[src/rtl/ps2_pkg.sv]
// Shared types and constants for the PS/2 frame receiver.
package ps2_pkg;

    typedef enum logic [1:0] {
        IDLE   = 2'd0,
        DATA   = 2'd1,
        PARITY = 2'd2,
        STOP   = 2'd3
    } state_t;

    localparam int PAR_NONE = 0;
    localparam int PAR_ODD  = 1;
    localparam int PAR_EVEN = 2;

    // ones_odd is the XOR of the data bits and the received parity bit.
    function automatic logic parity_fail(input int mode, input logic ones_odd);
        if (mode == PAR_ODD)
            return ~ones_odd;
        else if (mode == PAR_EVEN)
            return ones_odd;
        else
            return 1'b0;
    endfunction

endpackage

[src/rtl/ps2_input_filter.sv]
// Two-flop synchroniser plus stability filter for one raw PS/2 line.
module ps2_input_filter #(
    parameter int FILTER_LEN = 4
) (
    input  logic clk,
    input  logic rst_n,
    input  logic raw_in,
    output logic level,
    output logic fall
);

    localparam int CW = (FILTER_LEN < 2) ? 1 : $clog2(FILTER_LEN);
    localparam logic [CW-1:0] CNT_LAST = CW'(FILTER_LEN - 1);

    logic [1:0]    sync_q, sync_d;
    logic [CW-1:0] cnt_q, cnt_d;
    logic          level_q, level_d;
    logic          fall_q, fall_d;

    // The counter tracks how many samples in a row disagree with the accepted level.
    always_comb begin
        sync_d  = {sync_q[0], raw_in};
        cnt_d   = '0;
        level_d = level_q;
        fall_d  = 1'b0;
        if (sync_q[1] != level_q) begin
            if (cnt_q == CNT_LAST) begin
                level_d = sync_q[1];
                fall_d  = level_q;
            end else begin
                cnt_d = cnt_q + 1'b1;
            end
        end
    end

    always_ff @(posedge clk or negedge rst_n) begin
        if (!rst_n) begin
            sync_q  <= 2'b11;
            cnt_q   <= '0;
            level_q <= 1'b1;
            fall_q  <= 1'b0;
        end else begin
            sync_q  <= sync_d;
            cnt_q   <= cnt_d;
            level_q <= level_d;
            fall_q  <= fall_d;
        end
    end

    assign level = level_q;
    assign fall  = fall_q;

endmodule

[src/rtl/ps2_frame_receiver.sv]
// PS/2 frame receiver: deserialises start/data/parity/stop, checks the frame
// and hands each byte over through a one-entry valid/ready buffer.
module ps2_frame_receiver
    import ps2_pkg::*;
#(
    parameter int DATA_BITS      = 8,
    parameter int PARITY_MODE    = 1,
    parameter int FILTER_LEN     = 4,
    parameter int TIMEOUT_CYCLES = 50000
) (
    input  logic                 clock_fpga,
    input  logic                 reset,
    input  logic                 clock_intermediar,
    input  logic                 data_in,
    input  logic                 rx_ready,
    output logic [DATA_BITS-1:0] rx_data,
    output logic                 rx_valid,
    output logic                 parity_err,
    output logic                 frame_err,
    output logic                 overrun,
    output logic                 busy
);

    localparam int CNT_W = $clog2(DATA_BITS + 1);
    localparam int TMO_W = $clog2(TIMEOUT_CYCLES + 1);
    localparam logic [CNT_W-1:0] LAST_BIT = CNT_W'(DATA_BITS - 1);
    localparam logic [TMO_W-1:0] TMO_LAST = TMO_W'(TIMEOUT_CYCLES - 1);

    logic clk_level, clk_fall, dat_level, dat_fall;
    logic unused_filter_outs;

    ps2_input_filter #(.FILTER_LEN(FILTER_LEN)) u_clk_filter (
        .clk    (clock_fpga),
        .rst_n  (reset),
        .raw_in (clock_intermediar),
        .level  (clk_level),
        .fall   (clk_fall)
    );

    ps2_input_filter #(.FILTER_LEN(FILTER_LEN)) u_dat_filter (
        .clk    (clock_fpga),
        .rst_n  (reset),
        .raw_in (data_in),
        .level  (dat_level),
        .fall   (dat_fall)
    );

    assign unused_filter_outs = clk_level ^ dat_fall;

    state_t               state_q, state_d;
    logic [CNT_W-1:0]     bit_cnt_q, bit_cnt_d;
    logic [DATA_BITS-1:0] shift_q, shift_d;
    logic                 par_bit_q, par_bit_d;
    logic [TMO_W-1:0]     tmo_q, tmo_d;
    logic [DATA_BITS-1:0] rx_data_q, rx_data_d;
    logic                 rx_valid_q, rx_valid_d;
    logic                 parity_err_q, parity_err_d;
    logic                 frame_err_q, frame_err_d;
    logic                 overrun_q, overrun_d;
    logic                 done;

    always_comb begin
        state_d      = state_q;
        bit_cnt_d    = bit_cnt_q;
        shift_d      = shift_q;
        par_bit_d    = par_bit_q;
        tmo_d        = tmo_q;
        rx_data_d    = rx_data_q;
        rx_valid_d   = rx_valid_q;
        parity_err_d = parity_err_q;
        frame_err_d  = 1'b0;
        overrun_d    = 1'b0;
        done         = 1'b0;

        if (rx_valid_q && rx_ready)
            rx_valid_d = 1'b0;

        if (clk_fall) begin
            tmo_d = '0;
            case (state_q)
                IDLE: begin
                    if (!dat_level) begin
                        bit_cnt_d = '0;
                        state_d   = DATA;
                    end
                end
                DATA: begin
                    shift_d   = {dat_level, shift_q[DATA_BITS-1:1]};
                    bit_cnt_d = bit_cnt_q + 1'b1;
                    if (bit_cnt_q == LAST_BIT)
                        state_d = (PARITY_MODE == PAR_NONE) ? STOP : PARITY;
                end
                PARITY: begin
                    par_bit_d = dat_level;
                    state_d   = STOP;
                end
                STOP: begin
                    state_d = IDLE;
                    if (dat_level)
                        done = 1'b1;
                    else
                        frame_err_d = 1'b1;
                end
            endcase
        end else if (state_q != IDLE) begin
            // Stalled bus inside a frame: abort once the gap since the last edge is too long.
            if (tmo_q >= TMO_LAST) begin
                tmo_d       = '0;
                frame_err_d = 1'b1;
                state_d     = IDLE;
            end else begin
                tmo_d = tmo_q + 1'b1;
            end
        end

        if (done) begin
            if (!rx_valid_q || rx_ready) begin
                rx_data_d    = shift_q;
                parity_err_d = parity_fail(PARITY_MODE, ^{shift_q, par_bit_q});
                rx_valid_d   = 1'b1;
            end else begin
                overrun_d = 1'b1;
            end
        end
    end

    always_ff @(posedge clock_fpga or negedge reset) begin
        if (!reset) begin
            state_q      <= IDLE;
            bit_cnt_q    <= '0;
            shift_q      <= '0;
            par_bit_q    <= 1'b0;
            tmo_q        <= '0;
            rx_data_q    <= '0;
            rx_valid_q   <= 1'b0;
            parity_err_q <= 1'b0;
            frame_err_q  <= 1'b0;
            overrun_q    <= 1'b0;
        end else begin
            state_q      <= state_d;
            bit_cnt_q    <= bit_cnt_d;
            shift_q      <= shift_d;
            par_bit_q    <= par_bit_d;
            tmo_q        <= tmo_d;
            rx_data_q    <= rx_data_d;
            rx_valid_q   <= rx_valid_d;
            parity_err_q <= parity_err_d;
            frame_err_q  <= frame_err_d;
            overrun_q    <= overrun_d;
        end
    end

    assign rx_data    = rx_data_q;
    assign rx_valid   = rx_valid_q;
    assign parity_err = parity_err_q;
    assign frame_err  = frame_err_q;
    assign overrun    = overrun_q;
    assign busy       = (state_q != IDLE);

endmodule

[config.mk]
export PLATFORM = sky130hd
export DESIGN_NAME = ps2_frame_receiver
export DESIGN_NICKNAME = d
export VERILOG_FILES = /design/src/rtl/ps2_pkg.sv /design/src/rtl/ps2_input_filter.sv /design/src/rtl/ps2_frame_receiver.sv
export SDC_FILE = /design/constraint.sdc
export NUM_CORES = 1
export LEC_CHECK = 0
export ABC_AREA = 1
export BUFFER_PORTS_ARGS = -buffer_cell sky130_fd_sc_hd__buf_2
export CAP_MARGIN = 20
export CORE_MARGIN = 4
export CORE_UTILIZATION = 37
export DETAILED_ROUTE_END_ITERATION = 16
export MAX_ROUTING_LAYER = met4
export PLACE_DENSITY = 0.5
export SYNTH_ARGS = -nofsm -noshare
export SYNTH_HDL_FRONTEND = slang
export SYNTH_SLANG_ARGS = --single-unit
[constraint.sdc]
create_clock -name clock_fpga -period 2 [get_ports clock_fpga]
set_input_delay 0.2 -clock clock_fpga [delete_from_list [all_inputs] [get_ports clock_fpga]]
set_output_delay 0.2 -clock clock_fpga [all_outputs]
set_load 0.1 [all_outputs]
==> results.toml, run 1 <==
[drt]
detail_route.first_pass.iterations = 4
routed-via-count = 1897
drc_errors = 0
ant_nets = 0
drt_iter0_drc = 77
vias_per_cell = 4.53
wl_microns = 4630
wl_per_cell_microns = 11.1

[layout]
antenna_cells = 0
areaGrowthSynthToFinish_pct = 14.2
drive_gt1_frac = 0.183
n_fill_cell = 690
final_area_sq_mm = 0.00296
nets = 335

[clock_network]
numClockSinks = 54
numCtsBuffers = 5
cts_setup_buffers = 0
cts_tree = "built"
h-tree-depth = 2
cts_root_buf = "clkbuf_8"
path_clk_slew_ns = 0.09
cts_buffer_depth = 2
clk_latency_ns = 0.31

[timing]
fmax_mhz = 579
relSlewSlack = 0.561
finalSetupViolations = 0
tns_ns = 0
period_share = 0.863
worst_slack_ns = 0.274
slew_violations = 0
worstMarginPinSlew_ns = 0.659
clock_skew_ns = 0.0142
rsz0062_at_grt = "no"
hold_viol = 0
fin_crit_ns = 1.73

[synthesis]
syn_area_sq_mm = 0.00260
yosys_register_bits = 54
synth_cell_type_count = 32
synth-compound-area-share = 0.0925
yosys.area_share.simple = 0.238
synth_ff_type = "dfrtp_1"
syn_area_per_cell_sq_um = 8.80
synth.mux.area_fraction = 0.00819
yosys.area.top_type = "dfrtp_1"
synthArstFlopShare = 1.00
yosysSeqAreaShare = 0.523
syn-num-nets = 308
synth-edff-count = 0
synthAdderAreaFrac = 0.0386
synth_top_family_by_area = "simple AND/OR/NAND/NOR gates"
synth_xor_area_frac = 0.0304
synth_cells = 295
synth_top_area_share = 0.463
ys.warnings.count = 0
synth.area.top_cells = "dfrtp_1, nand2_1, dfstp_2, inv_1, nor2_1"

[grt]
globalRouteOverflowTotal = 0
use_met3 = 0.0271
grt_usage = 0.127
use_met2 = 0.202
busiest_layer = "met2"
grt_pass1_vias = 1872
antenna_found_initial = 0
grt_pass1_wl_microns = 8530
gr-usage-met1 = 0.165
grt_max_degree = 30

[power]
combPwrFrac = 0.117
switching_share = 0.254
vdd_drop_max_mv = 0.353
sequentialPowerShare = 0.547
internal_power_mw = 1.67
switching_power_mw = 0.567
pwr-share-clk = 0.336
p_leak_nw = 1.49
p_per_area_mw_per_mm2 = 754

[worst_setup_path]
crit_path_start_kind = "flop"
cp.arrival_ns = 1.53
critical_path_class = "reg -> out"
critPathCaptureType = "output pin"
crit_required_ns = 1.80
worst-path-max-fanout = 4

[die]
dieWidth_microns = 91.8
num_rows = 30
core_sq_mm = 0.00679
fp.dieH_microns = 91.8
dieArea_sq_mm = 0.00842
io_pins = 18
start_util = 0.382

[place]
place.gp.congestion = 0.813
dpl-instance-area_sq_mm = 0.00282
dpl_worst_slack_ns = 0.272
portBuffers = 17
hpwl_microns = 3500

[hold_path]
hold_path_class = "in -> reg"

[status]
outcome = "complete, no violations"

[flow_run]
max_cap_violations = 0
power by group through the flow:
stage                     logic, mW  clock network, mW  registers (mW)
final                         0.261              0.750            1.22
after detailed placement      0.264                  0            1.24
after CTS                     0.269              0.786            1.22
after floorplan               0.134                  0            1.29
after global placement        0.255                  0            1.24
after global routing          0.304              0.833            1.24
path summary, 6_finish.rpt:
check | start | end | cells after the start | slack, ns
min in group asynchronous | reset | shift_q[3]$_DFFE_PN0P_ | 2 | 0.45
min reg2reg | u_dat_filter.sync_q[0]$_DFF_PN1_ | u_dat_filter.sync_q[1]$_DFF_PN1_ | 0 | 0.36
max | state_q[1]$_DFFE_PN0P_ | busy | 4 | 0.27
max reg2reg | tmo_q[0]$_DFFE_PN0P_ | tmo_q[13]$_DFFE_PN0P_ | 8 | 0.32
max in group asynchronous | reset | overrun$_DFF_PN0_ | 3 | 0.90
min | rx_ready | overrun$_DFF_PN0_ | 4 | 0.16
metal layers:
layer / vias to the layer above / part of all wire
met5: - / 0
met4: 0 / 0.013
met3: 5 / 0.034
met2: 24 / 0.46
met1: 887 / 0.49
li1: 981 / -
cells in the mapped netlist (all sizes together) (2+ instances only):
| library cell | instances |
|---|---|
| nand4 | 4 |
| o21ai | 28 |
| inv | 42 |
| o22ai | 2 |
| xor2 | 3 |
| nand3 | 15 |
| nor2 | 39 |
| nor3 | 3 |
| dfrtp | 48 |
| nand3b | 2 |
| xnor2 | 6 |
| dfstp | 6 |
| nand2 | 74 |
| a21oi | 6 |
| buf | 2 |
| ha | 8 |
state kept, by name, indices dropped and copies added, names as in the netlist:
name,flops
overrun,1
par_bit_q,1
parity_err,1
u_dat_filter.cnt_q,2
u_clk_filter.fall,1
shift_q,8
rx_data,8
tmo_q,16
u_clk_filter.cnt_q,2
rx_valid,1
frame_err,1
state_q,2
u_dat_filter.level,1
u_clk_filter.sync_q,2
u_clk_filter.level,1
u_dat_filter.sync_q,2
bit_cnt_q,4
layout by cell type (no fill, tap or decap), drive strengths merged:
master	count
buf	20
a32o	1
dfrtp	48
clkinvlp	1
ha	8
nor2	39
clkbuf	7
o31ai	1
o22ai	2
bufinv	1
a31oi	1
nor3	3
xnor2	6
nand3b	2
xor2	3
inv	41
nand2	74
dlygate4sd3	3
mux2i	1
dfstp	6
mux2	1
and3	1
o21ai	28
nand3	15
nand4	4
a21oi	6
final cells by class:
| class | count | area [sq um] | area share |
|---|---|---|---|
| clock inverter | 1 | 30.0 | 0.0101 |
| sequential | 54 | 1360 | 0.458 |
| tap | 96 | 120 | 0.0405 |
| multi-input combinational | 196 | 1070 | 0.361 |
| clock buffer | 7 | 86.3 | 0.0291 |
| timing repair buffer | 23 | 138 | 0.0464 |
| inverter | 42 | 161 | 0.0545 |
repair_timing:
action / in CTS / in global routing
hold buffers: 3 / 0
endpoints found under the setup margin: 0 / 0
resized for setup: 0 / 0
endpoints found under the hold margin: 23 / 0
critical path, stage by stage, from the launching register on:
cell	delay [ns]
dfrtp_1	0.42
inv_2	0.08
ha_4	0.19
clkinvlp_4	0.10
buf_2	0.44
kinds of logic after synthesis:
logic type | count (synthesis)
DFF | 54
and+or+nand+nor | 138
muxes | 2
buffers and inverters | 45
xor gates and xnor gates | 9
adders and majority gates | 8
AOI/OAI and AO/OA | 39
metrics by stage:
| stage | utilization | hold WS, ns | total power [mW] | std cells |
|---|---|---|---|---|
| final | 0.436 | 0.162 | 2.23 | 419 |
| after global routing | 0.436 | 0.207 | 2.37 | 419 |
| after CTS | 0.436 | 0.155 | 2.28 | 419 |
| after detailed placement | 0.415 | 0.274 | 1.51 | 408 |
| after global placement | 0.415 | 0.283 | 1.49 | 408 |
| after floorplan | - | -0.0956 | 1.43 | 295 |
Power figures use the tool's default switching activity.
==> inputs of run 2 (changes only) <==
Settings changed: ABC_AREA 1 to default, BUFFER_PORTS_ARGS -buffer_cell sky130_fd_sc_hd__buf_2 to -buffer_cell sky130_fd_sc_hd__clkbuf_2.
==> run 2 against run 1 <==
Effect of this change:
- first-iteration DRC count decreased by 38%
- fmax decreased by 7.9%
- via count decreased by 12%
- largest power group unchanged
==> results.toml, run 2 <==
[place]
dpl-instance-area_sq_mm = 0.00274
place.gp.congestion = 0.762
hpwl_microns = 3080
portBuffers = 17

[synthesis]
syn_area_sq_mm = 0.00253
synth_ff_type = "dfrtp_1"
synthArstFlopShare = 1.00
yosys.area.top_type = "dfrtp_1"
synth_cell_type_count = 45
syn_area_per_cell_sq_um = 11.1
yosysSeqAreaShare = 0.536
synthMostInstantiatedCell = "dfrtp_1"
yosys_register_bits = 54
synth.area.top_cells = "dfrtp_1, mux2_2, dfstp_2, ha_1, xnor2_1"
ys.warnings.count = 0
syn-num-nets = 241
synth_cells = 228
synth_common_cells = "dfrtp_1, nand2_1, mux2_2"
synth_top_area_share = 0.474
synth-edff-count = 0

[hold_path]
hold_path_class = "in -> reg"
worstHoldStart = "rx_ready"

[worst_setup_path]
slowest_delay_ns = 0.42
crit_start = "state_q[1]$_DFFE_PN0P_"
worst-path-max-fanout = 12
cp_num_buf_inv = 4
r2r_slack_ns = 0.20
crit_path_start_kind = "flop"
slowest_stage = "dfrtp_1"
cp.arrival_ns = 1.67
critical-path-top-delay-family = "buffers and inverters"
crit_path_cell_trace = "inv_1 > ha_1 > buf_4 > inv_1 > buf_4"
regToRegStartpoint = "state_q[1]$_DFFE_PN0P_"
critPathCaptureType = "output pin"
crit_required_ns = 1.80
critical_path_class = "reg -> out"

[power]
vdd_drop_max_mv = 0.373
pwr-share-clk = 0.233
sequentialPowerShare = 0.492
internal_power_mw = 1.80
p_per_area_mw_per_mm2 = 970
p_total_mw = 2.79
combPwrFrac = 0.274
switching_share = 0.352
switching_power_mw = 0.981
p_leak_nw = 1.37

[timing]
fin_crit_ns = 1.87
clock_skew_ns = 0.00719
finalSetupViolations = 0
slew_violations = 0
whs_ns = 0.167
fmax_mhz = 534
rsz0062_at_grt = "no"
hold_viol = 0
relSlewSlack = 0.639
period_share = 0.937
tns_ns = 0
worstMarginPinSlew_ns = 0.544

[die]
io_pins = 18
core_sq_mm = 0.00649
dieArea_sq_mm = 0.00824
dieWidth_microns = 90.8
fp.dieH_microns = 90.8
start_util = 0.390
num_rows = 29

[layout]
multiInputGateArea_sq_mm = 0.00110
nets = 268
fin_util = 0.442
largest_reg_flops = 16
antenna_cells = 0
final_area_sq_mm = 0.00287
regArea_sq_mm = 0.00136
regMostFlops = "tmo_q"
areaGrowthSynthToFinish_pct = 13.3
final_common_cell = "dfrtp_1"
layout_common_cells = "dfrtp_1, nand2_1, mux2_2"
n_fill_cell = 654
drive_gt1_frac = 0.250

[grt]
grt_usage = 0.118
antenna_found_initial = 0
globalRouteOverflowTotal = 0
grt_pass1_wl_microns = 7730
grt_pass1_vias = 1654
grt_max_degree = 55

[drt]
routed-via-count = 1661
wl_per_cell_microns = 13.3
wl_microns = 4440
drc_errors = 0
detail_route.first_pass.iterations = 4
drt_iter0_drc = 48
vias_per_cell = 4.99
ant_nets = 0

[status]
outcome = "complete, no violations"

[flow_run]
max_cap_violations = 0

[clock_network]
cts_root_buf = "clkbuf_8"
clk_latency_ns = 0.31
h-tree-depth = 2
cts_setup_buffers = 0
numClockSinks = 54
numCtsBuffers = 5
post_cts_resized = 0
path_clk_slew_ns = 0.10
cts_tree = "built"
cts_buffer_depth = 2
==> run 2: changes by cell type in the layout (fill, tap and decap cells not counted), moves of 16 or more <==
cell      change
clkbuf_2     +16
nand2_1      -49
buf_2        -17
mux2_2       +16
nor2_1       -19
inv_1        -30
==> run 2: worst reg2reg max path: stages (launching register included) <==
cell	delay, ns
dfrtp_1	0.42
inv_1	0.09
ha_1	0.23
nand2b_1	0.12
nand4_2	0.21
nor3_1	0.39
xnor2_1	0.18
nor2_2	0.05
==> run 2: power by group through the flow <==
| stage | Sequential [mW] | Combinational [mW] | Clock, mW |
|---|---|---|---|
| after floorplan | 1.35 | 0.577 | 0 |
| after global routing | 1.40 | 0.864 | 0.723 |
| final | 1.37 | 0.764 | 0.650 |
| after detailed placement | 1.39 | 0.770 | 0 |
| after global placement | 1.39 | 0.761 | 0 |
| after CTS | 1.37 | 0.780 | 0.691 |
==> run 2: what timing repair did <==
action,4_1_cts,5_1_grt
hold endpoints to repair,50,0
hold buffers,3,0
setup endpoints to repair,0,0
==> run 2: kinds of logic (layout without fill, tap and decap cells) <==
family,count (synthesis),after routing,synth area share
AOI/OAI and AO/OA,33,33,0.0790
xor gates and xnor gates,20,20,0.0691
adders and majority gates,8,8,0.0395
buffers and inverters,14,42,0.0281
DFF,54,54,0.536
muxes,19,19,0.0835
and+or+nand+nor,80,80,0.164
==> run 2: final cells by class <==
class                      count  share of cell area
multi-input combinational    160               0.384
sequential                    54               0.473
tap                           77              0.0336
clock buffer                   6              0.0288
timing repair buffer          28              0.0663
clock inverter                 2             0.00567
inverter                       6             0.00785
==> run 2: path summary, 6_finish.rpt <==
path,to,depth (start not counted)
min in group asynchronous,bit_cnt_q[2]$_DFFE_PN0P_,3
hold / removal,overrun$_DFF_PN0_,3
setup / recovery,busy,5
max in group asynchronous,u_dat_filter.sync_q[1]$_DFF_PN1_,3
setup reg to reg,tmo_q[11]$_DFFE_PN0P_,7
hold reg to reg,u_clk_filter.sync_q[1]$_DFF_PN1_,0
==> run 2: routing by layer <==
metal	share of wire	track usage	wire, microns
met1	0.48	0.146	2130
met2	0.46	0.185	2040
met3	0.041	0.0325	184
met4	0.018	0.0434	78
met5	0	-	0
==> run 2: through the flow <==
stage	instances	setup slack, ns
after floorplan	228	0.212
after global placement	322	0.262
after detailed placement	322	0.212
after CTS	333	0.110
after global routing	333	0.00409
final	333	0.126
==> inputs of run 3 (changes only) <==
Settings changed: PLACE_DENSITY 0.5 to default.
Clock period 2 ns to 2.4 ns, I/O delays scaled along.
==> run 3 against run 2 <==
Effect of this change:
- worst setup slack improved by 0.12 ns
- flip-flop and latch count did not move
- combinational power fell by 24%
==> results.toml, run 3 (synthesis gave the netlist of run 2 again) <==
[layout]
final_common_cell = "dfrtp_1"
final_cell_count_no_fill = 329
regArea_sq_mm = 0.00136
antenna_cells = 0
drive_gt1_frac = 0.238
multiInputGateArea_sq_mm = 0.00110
areaGrowthSynthToFinish_pct = 12.4
n_fill_cell = 619
fin_util = 0.438
nets = 264
final_area_sq_mm = 0.00285
layout_common_cells = "dfrtp_1, nand2_1, mux2_2, clkbuf_2, nor2_1"
largest_reg_flops = 16
regMostFlops = "tmo_q"

[worst_setup_path]
crit_cells = 4
cp_num_buf_inv = 3
crit_start = "state_q[1]$_DFFE_PN0P_"
worstRegToRegCells = 7
cp.arrival_ns = 1.91
worst-path-max-fanout = 15
regToRegStartpoint = "state_q[1]$_DFFE_PN0P_"
slowest_delay_ns = 0.49
critical-path-top-delay-family = "buffers and inverters"
crit_required_ns = 2.16
r2r_slack_ns = 0.44
crit_path_start_kind = "flop"
critPathCaptureType = "output pin"
cpMostUsedCell = "inv_1"
crit_path_cell_trace = "inv_1 > ha_1 > inv_1 > clkbuf_2"
slowest_stage = "ha_1"
critical_path_class = "reg -> out"

[timing]
fmax_mhz = 465
rsz0062_at_grt = "no"
slew_violations = 0
finalSetupViolations = 0
relSlewSlack = 0.634
worstMarginPinSlew_ns = 0.548
clock_skew_ns = 0.00636
tns_ns = 0
period_share = 0.897
hold_viol = 0
fin_crit_ns = 2.15

[die]
dieWidth_microns = 90.8
start_util = 0.390
dieArea_sq_mm = 0.00824
io_pins = 18
num_rows = 29
core_sq_mm = 0.00649
fp.dieH_microns = 90.8

[clock_network]
cts_setup_buffers = 0
clk_latency_ns = 0.30
cts_buffer_depth = 2
path_clk_slew_ns = 0.10
numCtsBuffers = 5
h-tree-depth = 2
cts_tree = "built"
numClockSinks = 54
cts_root_buf = "clkbuf_8"

[place]
place.gp.congestion = 0.769
portBuffers = 17
hpwl_microns = 3090
dpl-instance-area_sq_mm = 0.00270
placed_cells = 318

[status]
outcome = "complete, no violations"

[drt]
detail_route.first_pass.iterations = 4
drt_iter0_drc = 58
drc_errors = 0
wl_per_cell_microns = 13.1
vias_per_cell = 5.17
routed-via-count = 1700
ant_nets = 0
wl_microns = 4320

[hold_path]
worstHoldStart = "rx_ready"
hold_depth = 3
hold_path_class = "in -> reg"

[flow_run]
max_cap_violations = 0

[grt]
antenna_found_initial = 0
grt_pass1_wl_microns = 7730
globalRouteOverflowTotal = 0
grt_usage = 0.117
grt_max_degree = 22
grt_pass1_vias = 1664

[power]
vdd_drop_max_mv = 0.260
switching_power_mw = 0.795
p_per_area_mw_per_mm2 = 832
combPwrFrac = 0.247
p_leak_nw = 1.35
sequentialPowerShare = 0.484
pwr-share-clk = 0.270
internal_power_mw = 1.57
switching_share = 0.335
## run 3: changes by cell type in the layout (fill, tap and decap cells not counted)
cell        delta
clkinvlp_4     -1
buf_12         -1
bufinv_16      +1
buf_4          -4
clkbuf_2       +1
## run 3: power groups by stage
stage	Sequential, mW	Combinational (mW)	Clock [mW]
after global routing	1.17	0.669	0.704
after detailed placement	1.16	0.583	0
after CTS	1.15	0.591	0.673
final	1.15	0.584	0.639
after global placement	1.16	0.579	0
after floorplan	1.13	0.481	0
## run 3: worst register-to-register path, cell delays in order, from the launching register on
cell	delay, ns
dfrtp_1	0.40
inv_1	0.09
ha_1	0.37
nand2b_1	0.18
nand4_2	0.22
nor3_1	0.38
xnor2_1	0.18
nor2_2	0.04
## run 3: final cells by class
class	instances	share of cell area
sequential	54	0.477
multi-input combinational	160	0.388
timing repair buffer	24	0.0510
tap	77	0.0338
clock buffer	6	0.0290
clock inverter	2	0.0136
inverter	6	0.00791
## run 3: final timing paths
kind / end
worst max-delay path: busy
max in group asynchronous: u_dat_filter.level$_DFFE_PN1P_
min in group asynchronous: bit_cnt_q[2]$_DFFE_PN0P_
worst min register to register: u_clk_filter.sync_q[1]$_DFF_PN1_
worst max register to register: tmo_q[11]$_DFFE_PN0P_
worst min-delay path: overrun$_DFF_PN0_
## run 3: through the flow
step                setup WS, ns  hold WS, ns  total power, mW
global route              0.0864        0.246             2.54
CTS                        0.232        0.205             2.41
finish                     0.248        0.214             2.37
detailed placement         0.448        0.240             1.75
global placement           0.495        0.236             1.74
floorplan                  0.612      -0.0556             1.61
## run 3: timing repair
item,CTS,global route
resized for setup,0,0
hold endpoints to repair,20,0
hold buffers,3,0
## run 3: layer usage
metal / vias to the layer above / part of all wire / track usage / wire length, microns
met5: - / 0 / - / 0
li1: 840 / - / - / -
met3: 7 / 0.031 / 0.0275 / 136
met2: 32 / 0.44 / 0.174 / 1920
met1: 821 / 0.51 / 0.156 / 2190
met4: 0 / 0.017 / 0.0421 / 73
